<file path="src/rtl/count_issue_queue_if.sv">
// rtl/count_issue_queue_if.sv - dual-lane dispatch / single issue bundle for the count issue queue
interface count_issue_queue_if #(
  parameter int DEPTH = 4,
  parameter int TAG_W = 5
);
  localparam int CNT_W = $clog2(DEPTH) + 1;

  logic             in0_valid;
  logic [31:0]      in0_rs1;
  logic [11:0]      in0_imm;
  logic [TAG_W-1:0] in0_rd;
  logic             in1_valid;
  logic [31:0]      in1_rs1;
  logic [11:0]      in1_imm;
  logic [TAG_W-1:0] in1_rd;
  logic             in_ready;

  logic             out_valid;
  logic             out_ready;
  logic [31:0]      out_a;
  logic [1:0]       out_op;
  logic [TAG_W-1:0] out_rd;
  logic             out_illegal;
  logic [CNT_W-1:0] occupancy;

  // dispatcher / count-unit side
  modport master (
    output in0_valid, in0_rs1, in0_imm, in0_rd,
    output in1_valid, in1_rs1, in1_imm, in1_rd,
    output out_ready,
    input  in_ready, out_valid, out_a, out_op, out_rd, out_illegal, occupancy
  );

  // queue side
  modport slave (
    input  in0_valid, in0_rs1, in0_imm, in0_rd,
    input  in1_valid, in1_rs1, in1_imm, in1_rd,
    input  out_ready,
    output in_ready, out_valid, out_a, out_op, out_rd, out_illegal, occupancy
  );
endinterface

</file>
<file path="src/rtl/count_issue_queue.sv">
// rtl/count_issue_queue.sv - in-order 2-in/1-out FIFO feeding the Zbb clz/ctz/cpop unit
module count_issue_queue #(
  parameter int DEPTH = 4,
  parameter int TAG_W = 5
) (
  input  logic                 clk,
  input  logic                 rst_n,
  input  logic                 flush,
  count_issue_queue_if.slave   bus
);
  localparam int PTR_W = $clog2(DEPTH);
  localparam int CNT_W = PTR_W + 1;

  // entry storage
  logic [31:0]      r_a   [DEPTH];
  logic [1:0]       r_op  [DEPTH];
  logic [TAG_W-1:0] r_rd  [DEPTH];
  logic             r_ill [DEPTH];

  logic [PTR_W-1:0] r_wr_ptr;
  logic [PTR_W-1:0] r_rd_ptr;
  logic [CNT_W-1:0] r_occ;

  logic             w_in_ready;
  logic             w_out_valid;
  logic             w_enq0;
  logic             w_enq1;
  logic             w_deq;
  logic [1:0]       w_enq_cnt;
  logic [PTR_W-1:0] w_wr_ptr1;
  logic             w_ill0;
  logic             w_ill1;

  // Both lanes are accepted or neither, so readiness needs two free slots.
  // Derived only from registered occupancy to keep out_ready off this path.
  assign w_in_ready  = (r_occ <= CNT_W'(DEPTH - 2));
  assign w_out_valid = (r_occ != '0);

  assign w_enq0    = w_in_ready & bus.in0_valid;
  assign w_enq1    = w_in_ready & bus.in1_valid;
  assign w_deq     = w_out_valid & bus.out_ready;
  assign w_enq_cnt = {1'b0, w_enq0} + {1'b0, w_enq1};
  // lane 1 lands behind lane 0, or in lane 0's slot when lane 0 is idle
  assign w_wr_ptr1 = r_wr_ptr + PTR_W'(w_enq0);

  // Only imm[11:2] == 0x180 encodes clz/ctz/cpop; op 11 is reserved.
  assign w_ill0 = (bus.in0_imm[11:2] != 10'b0110000000) | (bus.in0_imm[1:0] == 2'b11);
  assign w_ill1 = (bus.in1_imm[11:2] != 10'b0110000000) | (bus.in1_imm[1:0] == 2'b11);

  // Write accepted lanes into storage; flush drops same-cycle enqueues.
  always_ff @(posedge clk or negedge rst_n) begin
    if (!rst_n) begin
      for (int i = 0; i < DEPTH; i++) begin
        r_a[i]   <= '0;
        r_op[i]  <= '0;
        r_rd[i]  <= '0;
        r_ill[i] <= 1'b0;
      end
    end else if (!flush) begin
      if (w_enq0) begin
        r_a[r_wr_ptr]   <= bus.in0_rs1;
        r_op[r_wr_ptr]  <= bus.in0_imm[1:0];
        r_rd[r_wr_ptr]  <= bus.in0_rd;
        r_ill[r_wr_ptr] <= w_ill0;
      end
      if (w_enq1) begin
        r_a[w_wr_ptr1]   <= bus.in1_rs1;
        r_op[w_wr_ptr1]  <= bus.in1_imm[1:0];
        r_rd[w_wr_ptr1]  <= bus.in1_rd;
        r_ill[w_wr_ptr1] <= w_ill1;
      end
    end
  end

  // Advance pointers (modulo DEPTH by natural wrap) and track occupancy.
  always_ff @(posedge clk or negedge rst_n) begin
    if (!rst_n) begin
      r_wr_ptr <= '0;
      r_rd_ptr <= '0;
      r_occ    <= '0;
    end else if (flush) begin
      r_wr_ptr <= '0;
      r_rd_ptr <= '0;
      r_occ    <= '0;
    end else begin
      r_wr_ptr <= r_wr_ptr + PTR_W'(w_enq_cnt);
      r_rd_ptr <= r_rd_ptr + PTR_W'(w_deq);
      r_occ    <= r_occ + CNT_W'(w_enq_cnt) - CNT_W'(w_deq);
    end
  end

  // Head entry is read straight out of storage: no extra issue latency.
  assign bus.in_ready    = w_in_ready;
  assign bus.out_valid   = w_out_valid;
  assign bus.out_a       = r_a[r_rd_ptr];
  assign bus.out_op      = r_op[r_rd_ptr];
  assign bus.out_rd      = r_rd[r_rd_ptr];
  assign bus.out_illegal = r_ill[r_rd_ptr];
  assign bus.occupancy   = r_occ;
endmodule

</file>
<file path="src/flat_wrapper.sv">
// flat-port wrapper written by rule: the top's interface ports become plain ports
module count_issue_queue_flat 
#(
  parameter int DEPTH = 4,
  parameter int TAG_W = 5
)
  (clk, rst_n, flush, bus_in0_valid, bus_in0_rs1, bus_in0_imm, bus_in0_rd, bus_in1_valid, bus_in1_rs1, bus_in1_imm, bus_in1_rd, bus_out_ready, bus_in_ready, bus_out_valid, bus_out_a, bus_out_op, bus_out_rd, bus_out_illegal, bus_occupancy);
  count_issue_queue_if #(.DEPTH(DEPTH), .TAG_W(TAG_W)) bus_i ();
  input  logic clk;
  input  logic rst_n;
  input  logic flush;
  input wire logic [$bits(bus_i.in0_valid)-1:0] bus_in0_valid;
  input wire logic [$bits(bus_i.in0_rs1)-1:0] bus_in0_rs1;
  input wire logic [$bits(bus_i.in0_imm)-1:0] bus_in0_imm;
  input wire logic [$bits(bus_i.in0_rd)-1:0] bus_in0_rd;
  input wire logic [$bits(bus_i.in1_valid)-1:0] bus_in1_valid;
  input wire logic [$bits(bus_i.in1_rs1)-1:0] bus_in1_rs1;
  input wire logic [$bits(bus_i.in1_imm)-1:0] bus_in1_imm;
  input wire logic [$bits(bus_i.in1_rd)-1:0] bus_in1_rd;
  input wire logic [$bits(bus_i.out_ready)-1:0] bus_out_ready;
  output wire logic [$bits(bus_i.in_ready)-1:0] bus_in_ready;
  output wire logic [$bits(bus_i.out_valid)-1:0] bus_out_valid;
  output wire logic [$bits(bus_i.out_a)-1:0] bus_out_a;
  output wire logic [$bits(bus_i.out_op)-1:0] bus_out_op;
  output wire logic [$bits(bus_i.out_rd)-1:0] bus_out_rd;
  output wire logic [$bits(bus_i.out_illegal)-1:0] bus_out_illegal;
  output wire logic [$bits(bus_i.occupancy)-1:0] bus_occupancy;
  assign bus_i.in0_valid = bus_in0_valid;
  assign bus_i.in0_rs1 = bus_in0_rs1;
  assign bus_i.in0_imm = bus_in0_imm;
  assign bus_i.in0_rd = bus_in0_rd;
  assign bus_i.in1_valid = bus_in1_valid;
  assign bus_i.in1_rs1 = bus_in1_rs1;
  assign bus_i.in1_imm = bus_in1_imm;
  assign bus_i.in1_rd = bus_in1_rd;
  assign bus_i.out_ready = bus_out_ready;
  assign bus_in_ready = bus_i.in_ready;
  assign bus_out_valid = bus_i.out_valid;
  assign bus_out_a = bus_i.out_a;
  assign bus_out_op = bus_i.out_op;
  assign bus_out_rd = bus_i.out_rd;
  assign bus_out_illegal = bus_i.out_illegal;
  assign bus_occupancy = bus_i.occupancy;
  count_issue_queue #(.DEPTH(DEPTH), .TAG_W(TAG_W)) u_core (.clk(clk), .rst_n(rst_n), .flush(flush), .bus(bus_i));
endmodule
</file>
<file path="config.mk">
export PLATFORM = sky130hd
export DESIGN_NAME = count_issue_queue_flat
export DESIGN_NICKNAME = d
export VERILOG_FILES = /design/src/rtl/count_issue_queue_if.sv /design/src/rtl/count_issue_queue.sv /design/src/flat_wrapper.sv
export SDC_FILE = /design/constraint.sdc
export NUM_CORES = 1
export LEC_CHECK = 0
export ABC_AREA = 1
export CELL_PAD_IN_SITES_DETAIL_PLACEMENT = 2
export CELL_PAD_IN_SITES_GLOBAL_PLACEMENT = 2
export CORE_ASPECT_RATIO = 0.8
export CORE_UTILIZATION = 30
export CTS_CLUSTER_SIZE = 20
export DETAILED_ROUTE_END_ITERATION = 8
export PLACE_DENSITY_LB_ADDON = 0.1
export RECOVER_POWER = 50
export SLEW_MARGIN = 20
export SYNTH_ARGS = -nofsm -noshare
export SYNTH_HDL_FRONTEND = slang
export SYNTH_SLANG_ARGS = --single-unit
</file>
<file path="constraint.sdc">
create_clock -name clk -period 2.7 [get_ports clk]
set_input_delay 0.405 -clock clk [delete_from_list [all_inputs] [get_ports clk]]
set_output_delay 0.405 -clock clk [all_outputs]
set_load 0.02 [all_outputs]
</file>
* After elaboration in Yosys (flattened, before gate mapping)
Index checks and enable logic that the tools add are counted.
Storage, ports and cells: flip-flop bits (word level) 167, input port bits 104, output and inout port bits 45, word-level logic and storage cells 97
Operators by class: add/sub/neg operators 6, order comparisons 6, equality and inequality tests 4, multiplexer cells 51, bitwise logic cells 8, reductions and logical operators 3
Operators by type and width (count):
- $mux 128 | 3
- $bwmux 128 | 2
- $demux 32 s2 | 2
- $mux 32 | 4
- $bmux 32 s2 | 1
- $mux 20 | 3
- $bwmux 20 | 2
- $mux 8 | 3
- $demux 5 s2 | 2
- $mux 5 | 4
- $ne 10x9->1 const B | 2
- $bwmux 8 | 2
- $mux 2 | 6
- $mux 4 | 3
- $bmux 5 s2 | 1
- $ge 3x3->1 const B | 3
- $not 2->3 | 3
- $bwmux 4 | 2
- $demux 2 s2 | 2
- $lt 3x1->1 const B | 2
- $add 2x1->2 | 2
- $bmux 2 s2 | 1
- $demux 1 s2 | 2
- $eq 2x2->1 const B | 2
- 12 further kinds | 19

* Depth between registers and ports, before layout
Gate-level depths: netlist (run 1).
depth in word-level cells 10, gate-level depth with buffers 13, depth with buffers taken out 12

* Least setup slack after synthesis (run 1)
OpenSTA, ideal clock, no wires.
kind register to register, start point register u_core.r_occ[2], in the netlist u_core.bus.occupancy[2], end point register u_core.r_occ[2], in the netlist u_core.bus.occupancy[2], setup time 0.125 ns, arrival 2.144 ns, required time 2.575 ns, setup slack 0.431 ns, cell stages (with the launch flop) 11, path buffers 0, period minus slack after synthesis 2.269 ns, path through dfrtp_1 inv_2 nand3_1 and2_1 ha_1 inv_1 ha_1 inv_1 fa_1 o21ai_0 a21oi_1
Between the ends: elaborated cells between the ends (all ways) 9, classes of those cells 3 x add/sub; 1 x order compare; 1 x mux; 3 x bitwise; 1 x reduce/logical
RTL lines:
- start, declared | RTL line count_issue_queue.sv:22 | logic [CNT_W-1:0] r_occ;
- start signal, assigned | RTL line count_issue_queue.sv:88 | r_occ <= r_occ + CNT_W'(w_enq_cnt) - CNT_W'(w_deq);
- $reduce_bool 3->1 | RTL line count_issue_queue.sv:37 | assign w_out_valid = (r_occ != '0);
- via bus_out_valid | RTL line flat_wrapper.sv:22 | output wire logic [$bits(bus_i.out_valid)-1:0] bus_out_valid;
- $and 1x1->1 | RTL line count_issue_queue.sv:41 | assign w_deq = w_out_valid & bus.out_ready;
- $sub 3x1->3 | RTL line count_issue_queue.sv:88
- $mux 3 | RTL line count_issue_queue.sv:81 | end else if (flush) begin
The timed path passes the listed nets, and every way through them passes these cells. A chain may end at the register's enable or synchronous reset.

* Final worst setup path (run 1)
start point register u_core.r_rd_ptr[0], end point output port bus_out_a[17]
Between the ends: word-level cells in the longest chain between the ends 4
RTL lines:
- start, declared | RTL line count_issue_queue.sv:21 | logic [PTR_W-1:0] r_rd_ptr;
- start signal, assigned | RTL line count_issue_queue.sv:87 | r_rd_ptr <= r_rd_ptr + PTR_W'(w_deq);
- $not 2->3 (not written as such) | RTL line count_issue_queue.sv:95 | assign bus.out_a = r_a[r_rd_ptr];
- $bmux 32 s2 | RTL line count_issue_queue.sv:95
- $mux 32 (not written as such) (2 in series) | RTL line count_issue_queue.sv:95
- end, declared | RTL line flat_wrapper.sv:23 | output wire logic [$bits(bus_i.out_a)-1:0] bus_out_a;
Every way passes these cells. The select of a mux whose other input is x is not followed.

==> reports/metrics.csv, run 1 <==
stage;metric;value;unit
setup_path;cp.arrival;2.18;ns
global_route;grt_pass1_vias;13790;
worst_hold_path;hp-start;flush;
synthesis;syn_area;0.01099;mm^2
setup_path;rr_endpoint;u_core.r_a[44];
cts;post_cts_buffers;0;
setup_path;cp_slowest_cell;clkdlybuf4s50_1;
floorplanning;core_area;0.03599;mm^2
cts;cts_tree;done;
worst_hold_path;worstHoldPathType;primary input to register;
place;io_buffers;148;
synthesis;ys_seq_area_frac;0.3804;
cts;cts_buffers;17;
synthesis;synth.avg_cell_area;6.245;um^2
timing;fin_tns_setup;0;ns
setup_path;path_buf_inv;3;
layout;mostFrequentLayoutCells;821 x nand2_1, 236 x nand3_1, 166 x dfrtp_1, 119 x clkdlybuf4s50_1, 112 x nor2_1;
floorplanning;ios;149;
synthesis;synth_cell_types;25;
cts;clk_pin_slew;0.07;ns
timing;period_share;0.9591;
floorplanning;die-area;0.03739;mm^2
flow_run;cap_violations;0;
route;drt_pass1_iterations;5;
timing;fmax;0.3862;GHz
setup_path;path_class;register to output port;
synthesis;netlist_instances;1759;
layout;layout.cells.most_common;nand2_1;
timing;finClkSkew;0.009751;ns
setup_path;r2r_cells;12;
outcome;outcome;completed;
worst_hold_path;min_to;u_core.r_wr_ptr[1];
global_route;antenna_found_initial;1;
setup_path;r2r_start;u_core.bus.occupancy[2];
timing;slew_headroom;0.009815;
cts;clockBufferDepth;2;
timing;finalHoldViolCount;0;
cts;clock-sinks;167;
route;wl_per_cell;22.16;um
setup_path;r2r_setup_slack;0.27;ns
cts;cts-root-buf;clkbuf_16;
global_route;grt.total_usage;0.2837;
cts;clk_latency;0.46;ns
route;routed-via-count;12700;
place;place_hpwl;32.86;mm
layout;final_nets;1969;
power_and_ir_drop;leakagePower;0.006951;uW
global_route;grt_max_degree;134;
timing;finalMaxSlewViolations;0;
synthesis;syn-num-nets;1871;
place;gp_congestion;0.7780;
timing;min_period;2.590;ns
synthesis;yosysWarnings;0;
worst_hold_path;worstHoldPathCells;3;
synthesis;synth_seq_cells;167;
setup_path;cp_max_fo;40;
setup_path;startpoint_type;register;
power_and_ir_drop;powerDensity;1068;mW/mm^2
layout;area.growth.synth_to_final;25.69;%
power_and_ir_drop;worst_ir_drop_vdd;378.1;uV
setup_path;worstSetupEndpointType;output port;
layout;drive_gt1_frac;0.05936;
setup_path;slowest_delay;0.63;ns
route;viasPerCell;5.401;
floorplanning;die_y;173.2;um
route;dr.first_iter.drc_count;707;
setup_path;crit_family;buffers and inverters;
timing;setup_viol;0;
layout;utilization;0.3836;
floorplanning;die_w;215.9;um
setup_path;path_cells;inv_2 > buf_12 > nor2_1 > o22ai_1 > clkdlybuf4s50_1;
global_route;grt_pass1_wl;81.68;mm
setup_path;required;2.30;ns
route;detail-route-antenna-nets;0;
floorplanning;placementRows;62;
route;wirelength;52.12;mm
floorplanning;start_util;0.3052;
timing;worst_slew_pin_slew;1.485;ns
timing;rsz0062_at_grt;false;
cts;htreeDepth;4;
route;remaining_drc_errors;0;
global_route;gr-total-overflow;0;
-- registers in the layout (all words and copies together) (netlist names) --
signal                cells
u_core.r_wr_ptr           2
u_core.bus.occupancy      3
u_core.r_rd_ptr           2
u_core.r_op               8
u_core.r_ill              4
u_core.r_rd              20
u_core.r_a              128
-- layer usage --
metal  vias up  routed length [um]  track usage
met5         -                   0            0
met4         0                 675      0.07336
met3        56                1636      0.03026
met2       230               24790       0.4731
met1      6589               25020       0.3906
li1       5827                   -            -
-- stage by stage --
stage	instance area (um^2)	hold WS, ns	cells	power [uW]	setup slack, ns
2_1_floorplan	10990	0.1094	1759	8797	0.4315
4_1_cts	13910	0.4819	2350	15040	-0.03235
3_5_place_dp	13310	0.3998	2317	12450	0.03397
3_3_place_gp	13310	0.4020	2317	12040	0.1355
6_report	13810	0.4631	2352	14740	0.1103
5_1_grt	13810	0.5049	2351	15780	0.01379
-- Yosys cell counts --
library cell  number  area share
buf_4              6      0.0041
nand2_2            1     0.00057
nor2_1           116       0.040
nand3_1          238        0.11
clkbuf_1          59       0.020
dfrtp_1          167        0.38
nand3_4            1      0.0016
and2_1             1     0.00057
o22ai_1           39       0.022
nand4_1            2      0.0011
nor2_2             4      0.0023
clkinv_1           1     0.00034
ha_1               7      0.0080
xor2_1             1     0.00080
nor3_1             2     0.00091
nand2_1          824        0.28
inv_1             59       0.020
inv_2              5      0.0017
a21oi_1           82       0.037
xnor2_1            3      0.0024
buf_2             49       0.022
buf_1              9      0.0031
buf_6              2      0.0020
fa_1               1      0.0018
o21ai_0           80       0.036
-- worst max-delay path by stage --
stage	cells after the start	startpoint	to	slack [ns]
after global placement	11	bus_in0_valid	u_core.r_a[96]	0.14
after CTS	5	u_core.r_rd_ptr[0]	bus_out_a[0]	-0.03
final	5	u_core.r_rd_ptr[0]	bus_out_a[17]	0.11
after global routing	5	u_core.r_rd_ptr[0]	bus_out_a[2]	0.01
after detailed placement	12	bus_in0_valid	u_core.r_a[47]	0.03
after floorplan	10	u_core.bus.occupancy[2]	u_core.bus.occupancy[2]	0.43
-- worst min-delay path: stages --
cell,delay [ns]
buf_6,0.11
buf_12,0.18
nor2_1,0.14
-- cell families (layout without fill, tap and decap cells) --
family | after synthesis | in the layout | share of synthesized area
and+or+nand+nor | 1189 | 1189 | 0.4367
buffers and inverters | 190 | 301 | 0.07392
AOI/OAI and AO/OA | 201 | 201 | 0.09601
other | 0 | 2 | 0
DFF | 167 | 167 | 0.3804
adders and majority gates | 8 | 8 | 0.009795
xor gates and xnor gates | 4 | 4 | 0.003190
-- cell type report --
cell class | count | area (um^2)
Clock inverter | 9 | 91.34
Multi-Input combinational cell | 1402 | 6063
Timing Repair Buffer | 204 | 2126
Clock buffer | 23 | 498.0
Tap cell | 480 | 600.6
Antenna cell | 2 | 5.005
Fill cell | 4381 | 22190
Sequential cell | 167 | 4180
Inverter | 65 | 244.0
-- timing repair --
action,CTS,global route
setup endpoints to repair,21,15
pin swaps,0,0
resized for setup,14,14
hold endpoints to repair,41,0
hold buffers,1,0
-- report_power, final --
part | total (uW) | switching, uW | leakage (uW) | internal, uW
clock | 2570 | 1170 | 0.000278 | 1400
combinational | 7780 | 4990 | 0.00454 | 2790
sequential | 4390 | 882 | 0.00214 | 3510
total | 14700 | 7040 | 0.00695 | 7700
Note: power is estimated with default switching activity, not from simulation.
==> run 2: changes to the inputs <==
--- a/config.mk
+++ b/config.mk
@@ -12,8 +12,9 @@
 export CORE_UTILIZATION = 30
 export CTS_CLUSTER_SIZE = 20
 export DETAILED_ROUTE_END_ITERATION = 8
-export PLACE_DENSITY_LB_ADDON = 0.1
+export PLACE_DENSITY = 0.77
 export RECOVER_POWER = 50
+export REMOVE_ABC_BUFFERS = 1
 export SLEW_MARGIN = 20
 export SYNTH_ARGS = -nofsm -noshare
 export SYNTH_HDL_FRONTEND = slang
==> reports/metrics.csv, run 2 (synthesis results as in run 1) <==
stage;metric;value;unit;change
cts;cts_tree;done;;
layout;mostFrequentLayoutCells;822 x nand2_1, 236 x nand3_1, 166 x dfrtp_1, 111 x nor2_1, 103 x clkdlybuf4s50_1;;
timing;worst_slew_pin_slew;1.643;ns;+0.1577 ns
cts;clock-sinks;167;;unchanged
route;wl_per_cell;21.35;um;-3.7%
power_and_ir_drop;worst_ir_drop_vdd;378.6;uV;+0.13%
timing;setup_viol;0;;unchanged
timing;min_period;2.593;ns;+0.002967 ns
layout;utilization;0.3777;;-0.005944
global_route;grt_pass1_vias;13860;;+0.49%
global_route;gr-total-overflow;0;;unchanged
setup_path;cp_max_fo;35;;-13%
outcome;outcome;complete, but fails checks;;
setup_path;required;2.30;ns;about the same
setup_path;cp.arrival;2.19;ns;about the same
cts;cts_buffers;17;;unchanged
floorplanning;die_y;173.2;um;unchanged
route;detail_route.wirelength.met1;23.41;mm;-6.4%
floorplanning;placementRows;62;;unchanged
setup_path;r2r_setup_slack;0.30;ns;+0.03 ns
flow_run;cap_violations;1;;+1
route;remaining_drc_errors;0;;unchanged
timing;fin_tns_setup;0;ns;unchanged
global_route;grt_max_degree;75;;-44%
layout;area.growth.synth_to_final;23.75;%;
timing;rsz0062_at_grt;false;;
worst_hold_path;worstHoldPathType;primary input to register;;
cts;clockBufferDepth;2;;unchanged
place;placed_cell_area;0.01314;mm^2;-1.3%
route;routed-via-count;12590;;-0.91%
place;dp_slack;0.003789;ns;-0.03018 ns
layout;finish.instance_area;0.01359;mm^2;-1.5%
floorplanning;ios;149;;unchanged
cts;htreeDepth;4;;unchanged
setup_path;path_cells;buf_6 > o21ai_0 > o22ai_1 > clkdlybuf4s50_1;;
timing;slew_headroom;-0.09530;;-0.1051
setup_path;slowest_delay;0.64;ns;about the same
timing;finClkSkew;0.007977;ns;-0.001773 ns
layout;layout.cells.most_common;nand2_1;;
timing;finalMaxSlewViolations;53;;+53
floorplanning;core_area;0.03599;mm^2;unchanged
route;wirelength;49.93;mm;-4.2%
setup_path;cp_slowest_cell;clkdlybuf4s50_1;;
cts;cts-root-buf;clkbuf_16;;
layout;nFillCells;4404;;+0.52%
global_route;grt_pass1_wl;79.21;mm;-3.0%
layout;largest_reg_flops;128;;unchanged
place;gp_congestion;0.7475;;-3.9%
setup_path;worstSetupEndpointType;output port;;
floorplanning;start_util;0.3052;;unchanged
cts;clk_pin_slew;0.07;ns;about the same
power_and_ir_drop;powerDensity;1045;mW/mm^2;-2.1%
setup_path;startpoint_type;register;;
global_route;antenna_found_initial;0;;-1
setup_path;path_class;register to output port;;
route;viasPerCell;5.381;;-0.35%
timing;period_share;0.9602;;+0.001099
power_and_ir_drop;totalPowerFinal;14200;uW;-3.7%
power_and_ir_drop;leakagePower;0.006964;uW;+0.19%
layout;drive_gt1_frac;0.05110;;-0.008256
floorplanning;die_w;215.9;um;unchanged
global_route;grt.total_usage;0.2719;;-0.01181
route;dr.first_iter.drc_count;665;;-5.9%
route;detail-route-antenna-nets;0;;unchanged
timing;fmax;0.3857;GHz;-0.11%
layout;largest_register;u_core.r_a;;
timing;setup_ws;0.1074;ns;-0.002967 ns
route;top_layer;met4;;
route;met3_length;1.578;mm;-3.5%
layout;antennaDiodeCount;0;;-2
route;wl_met2;24.29;mm;-2.0%
layout;largestRegisters;u_core.r_a x128, u_core.r_rd x20, u_core.r_op x8;;
floorplanning;die-area;0.03739;mm^2;unchanged
timing;finalHoldViolCount;0;;unchanged
place;place_hpwl;31.23;mm;-5.0%
cts;clk_latency;0.44;ns;-0.02 ns
place;io_buffers;148;;unchanged
route;drt_pass1_iterations;4;;-1
layout;final_nets;1960;;-0.46%
outcome;violations;capacitance limit, slew limit;;
[run 2: changes by cell type in the layout (fill, tap and decap cells not counted), moves of 3 or more]
cell and delta:
clkbuf_2 -3, dlymetal6s2s_1 +6, dlygate4sd2_1 +11, buf_12 -8
buf_6 +3, clkinvlp_4 -4, clkinv_2 +4, clkbuf_8 -3
clkdlybuf4s50_1 -16
[run 2: timing repair]
action	CTS	global route
setup buffers	0	0
resized for setup	26	18
setup endpoints to repair	30	16
endpoints found under the hold margin	50	0
hold buffers	1	0
[run 2: final timing paths]
| kind | cells past startpoint | endpoint | startpoint |
|---|---|---|---|
| hold reg to reg | 2 | u_core.r_a[73] | u_core.r_a[73] |
| max in group asynchronous | 3 | u_core.r_a[31] | rst_n |
| min in group asynchronous | 2 | u_core.r_op[7] | rst_n |
| hold / removal | 3 | u_core.r_a[18] | flush |
| setup / recovery | 4 | bus_out_a[5] | u_core.r_rd_ptr[0] |
| setup reg to reg | 12 | u_core.r_a[58] | u_core.bus.occupancy[2] |
[run 2: per-stage QoR]
stage               cells  hold slack (ns)
finish               2339           0.2095
global route         2339           0.2052
CTS                  2339           0.1884
detailed placement   2308           0.4182
global placement     2308           0.4285
floorplan            1634           0.1094
[run 2: cell type report]
type | instances | area (um^2) | area share
inverter | 65 | 246.5 | 0.01813
sequential | 167 | 4180 | 0.3075
tap | 480 | 600.6 | 0.04418
multi-input combinational | 1402 | 6075 | 0.4468
clock buffer | 25 | 475.5 | 0.03497
timing repair buffer | 195 | 1992 | 0.1465
clock inverter | 5 | 25.02 | 0.001841
[run 2: per-layer routing]
layer	up-vias	track usage
li1	5797	-
met1	6525	0.3663
met2	222	0.4626
met3	43	0.03729
met4	0	0.05751
met5	-	0
[run 2: power breakdown]
| group | total [uW] | internal, uW | leakage [uW] | switching, uW |
|---|---|---|---|---|
| clock network | 2290 | 1210 | 0.000251 | 1080 |
| registers | 4360 | 3510 | 0.00214 | 845 |
| logic | 7560 | 2670 | 0.00458 | 4880 |
[run 2: critical path: cells and delay by family, from the launching register on]
kind,cells,cell delay (ns)
AO/OA/AOI/OAI,2,0.35
buffers and inverters,2,0.96
flip-flops,1,0.43
==> patch, RTL diff (flow settings as in run 2) <==
`TAG_W` is set to 5 in 3 places; all go to 4.
--- a/src/rtl/count_issue_queue_if.sv
+++ b/src/rtl/count_issue_queue_if.sv
@@ -1,7 +1,7 @@
 // rtl/count_issue_queue_if.sv - dual-lane dispatch / single issue bundle for the count issue queue
 interface count_issue_queue_if #(
   parameter int DEPTH = 4,
-  parameter int TAG_W = 5
+  parameter int TAG_W = 4
 );
   localparam int CNT_W = $clog2(DEPTH) + 1;
 
--- a/src/rtl/count_issue_queue.sv
+++ b/src/rtl/count_issue_queue.sv
@@ -1,7 +1,7 @@
 // rtl/count_issue_queue.sv - in-order 2-in/1-out FIFO feeding the Zbb clz/ctz/cpop unit
 module count_issue_queue #(
   parameter int DEPTH = 4,
-  parameter int TAG_W = 5
+  parameter int TAG_W = 4
 ) (
   input  logic                 clk,
   input  logic                 rst_n,
--- a/src/flat_wrapper.sv
+++ b/src/flat_wrapper.sv
@@ -2,7 +2,7 @@
 module count_issue_queue_flat 
 #(
   parameter int DEPTH = 4,
-  parameter int TAG_W = 5
+  parameter int TAG_W = 4
 )
   (clk, rst_n, flush, bus_in0_valid, bus_in0_rs1, bus_in0_imm, bus_in0_rd, bus_in1_valid, bus_in1_rs1, bus_in1_imm, bus_in1_rd, bus_out_ready, bus_in_ready, bus_out_valid, bus_out_a, bus_out_op, bus_out_rd, bus_out_illegal, bus_occupancy);
   count_issue_queue_if #(.DEPTH(DEPTH), .TAG_W(TAG_W)) bus_i ();
Interface: changed (resized bus_in0_rd, bus_in1_rd and bus_out_rd); port bits go from 149 to 146. The function was not compared with the original's and may differ.
==> patch against run 2 <==
Core utilization up 0.43 points. Die area down 1.6%. Wire length down 2.1%. Worst setup slack worse by 20 ps. Final area down 1.4%. Via count down 2.7%. Sequential cell count down 4. Total power up 0.48%. Area after synthesis down 1.6%. Non-clock buffer count down 5. Critical path depth unchanged. First-iteration DRC count up 7.8%.
==> patch: results (changes against run 2) <==
pre-CTS WS=108 ps (+104 ps); placed instance area=12900 um^2 (-2.0%); # port buffers=145 (-2.0%); worst hold path class=input port to flip-flop; largest net degree at the start of global routing=165 (+120%); clock-pin slew on the worst setup and hold paths=70 ps (about the same); Worst IR Drop VDD=0.408 mV (+7.8%); Worst EP arrival=2210 ps (+20 ps); Fin Clk Skew=9.02 ps (+1.04 ps); detailed placement HPWL=31000 um (-0.71%); P_leak=6.89 nW (-1.1%); synth top area cells=dfrtp_1 (38%), nand2_1 (28%), nand3_1 (11%), nor2_1 (3.8%), a21oi_1 (3.7%); Least-Margin Pin Slew=1110 ps (-535 ps); CTS max path bufs=2 (unchanged); Regs by FF count=u_core.r_a x128, u_core.r_rd x16, u_core.r_op x8; number of H-tree levels=4 (unchanged); Yosys cell types=26 (+4.0%); routability-driven placement congestion ratio=0.761 (+1.8%); Net count, final=1915 (-2.3%); drt total wl=48900 um (-2.1%); critical path peak fanout=24 (-31%); latest clock arrival within the worst-skew pair=460 ps (+20 ps); final total power=14.3 mW (+0.48%); total track usage=0.272 (+0.000549); asr flop ratio synth=1.00 (unchanged); Reg power frac=0.300 (-0.007); Pint=7.53 mW (+1.7%); first-pass GRT wire length=78100 um (-1.5%); n_diodes=0 (unchanged); Post-synth EDFFs=0 (unchanged); vias in the first global route=13.5k (-2.7%); Commonest cells post-synth=nand2_1 (802), nand3_1 (232), dfrtp_1 (163); share of cells above drive strength 1=0.0534 (+0.00225); register area share after synthesis=0.377 (-0.00296); post_cts resized=23 (-12%); Clk. pwr=2.45 mW (+7%); drt first-iter violations=717 (+7.8%); number of iterations in the first detailed-routing pass=5 (+1); status=finished clean; vias per inst=5.35 (-0.60%)
## patch: layout make-up
type	count	area (um^2)
Fill cell	4283	21700
Multi-Input combinational cell	1369	5920
Sequential cell	163	4080
Timing Repair Buffer	190	2020
Tap cell	472	591
Clock buffer	23	478
Inverter	64	240
Clock inverter	9	80.1
## patch: critical path, stage by stage, from the launching register on
cell and delay (ps):
dfrtp_1 390, buf_6 270, o21ai_0 180, o22ai_1 250, clkdlybuf4s50_1 650
## patch: path summary, 6_finish.rpt
check	from	endpoint	slack, ps	cells past startpoint
min in group asynchronous	rst_n	u_core.r_op[3]	690	2
worst min-delay path	flush	u_core.r_rd[12]	500	4
worst min register to register	u_core.r_a[45]	u_core.r_a[45]	510	2
max in group asynchronous	rst_n	u_core.r_a[82]	470	3
worst max register to register	u_core.bus.occupancy[2]	u_core.r_a[95]	190	12
worst max-delay path	u_core.r_rd_ptr[1]	bus_out_a[8]	90	4
## patch: layer usage
layer  up-vias  global-route usage  part of all wire
li1       5669                   -                 -
met1      6260               0.348              0.45
met2       254               0.483              0.49
met3        66              0.0366             0.036
met4         0              0.0733             0.019
met5         -                   0                 0
## patch: stage by stage
step                      hold slack [ps]  cells  setup TNS (ps)
after CTS                             450   2290               0
after detailed placement              355   2257               0
final                                 504   2290               0
after global routing                  529   2290               0
after global placement                354   2257               0
after floorplan                       109   1596          -46130
## patch: cells by family (layout without fill, tap and decap cells)
kind of cell,count (synthesis),after routing,share of synthesized area
AO/OA/AOI/OAI,196,196,0.0952
XOR/XNOR,4,4,0.00324
buffers and inverters,187,286,0.0793
adder cells (fa/ha/maj),8,8,0.00996
flip-flops,163,163,0.377
AND/OR/NAND/NOR,1161,1161,0.435
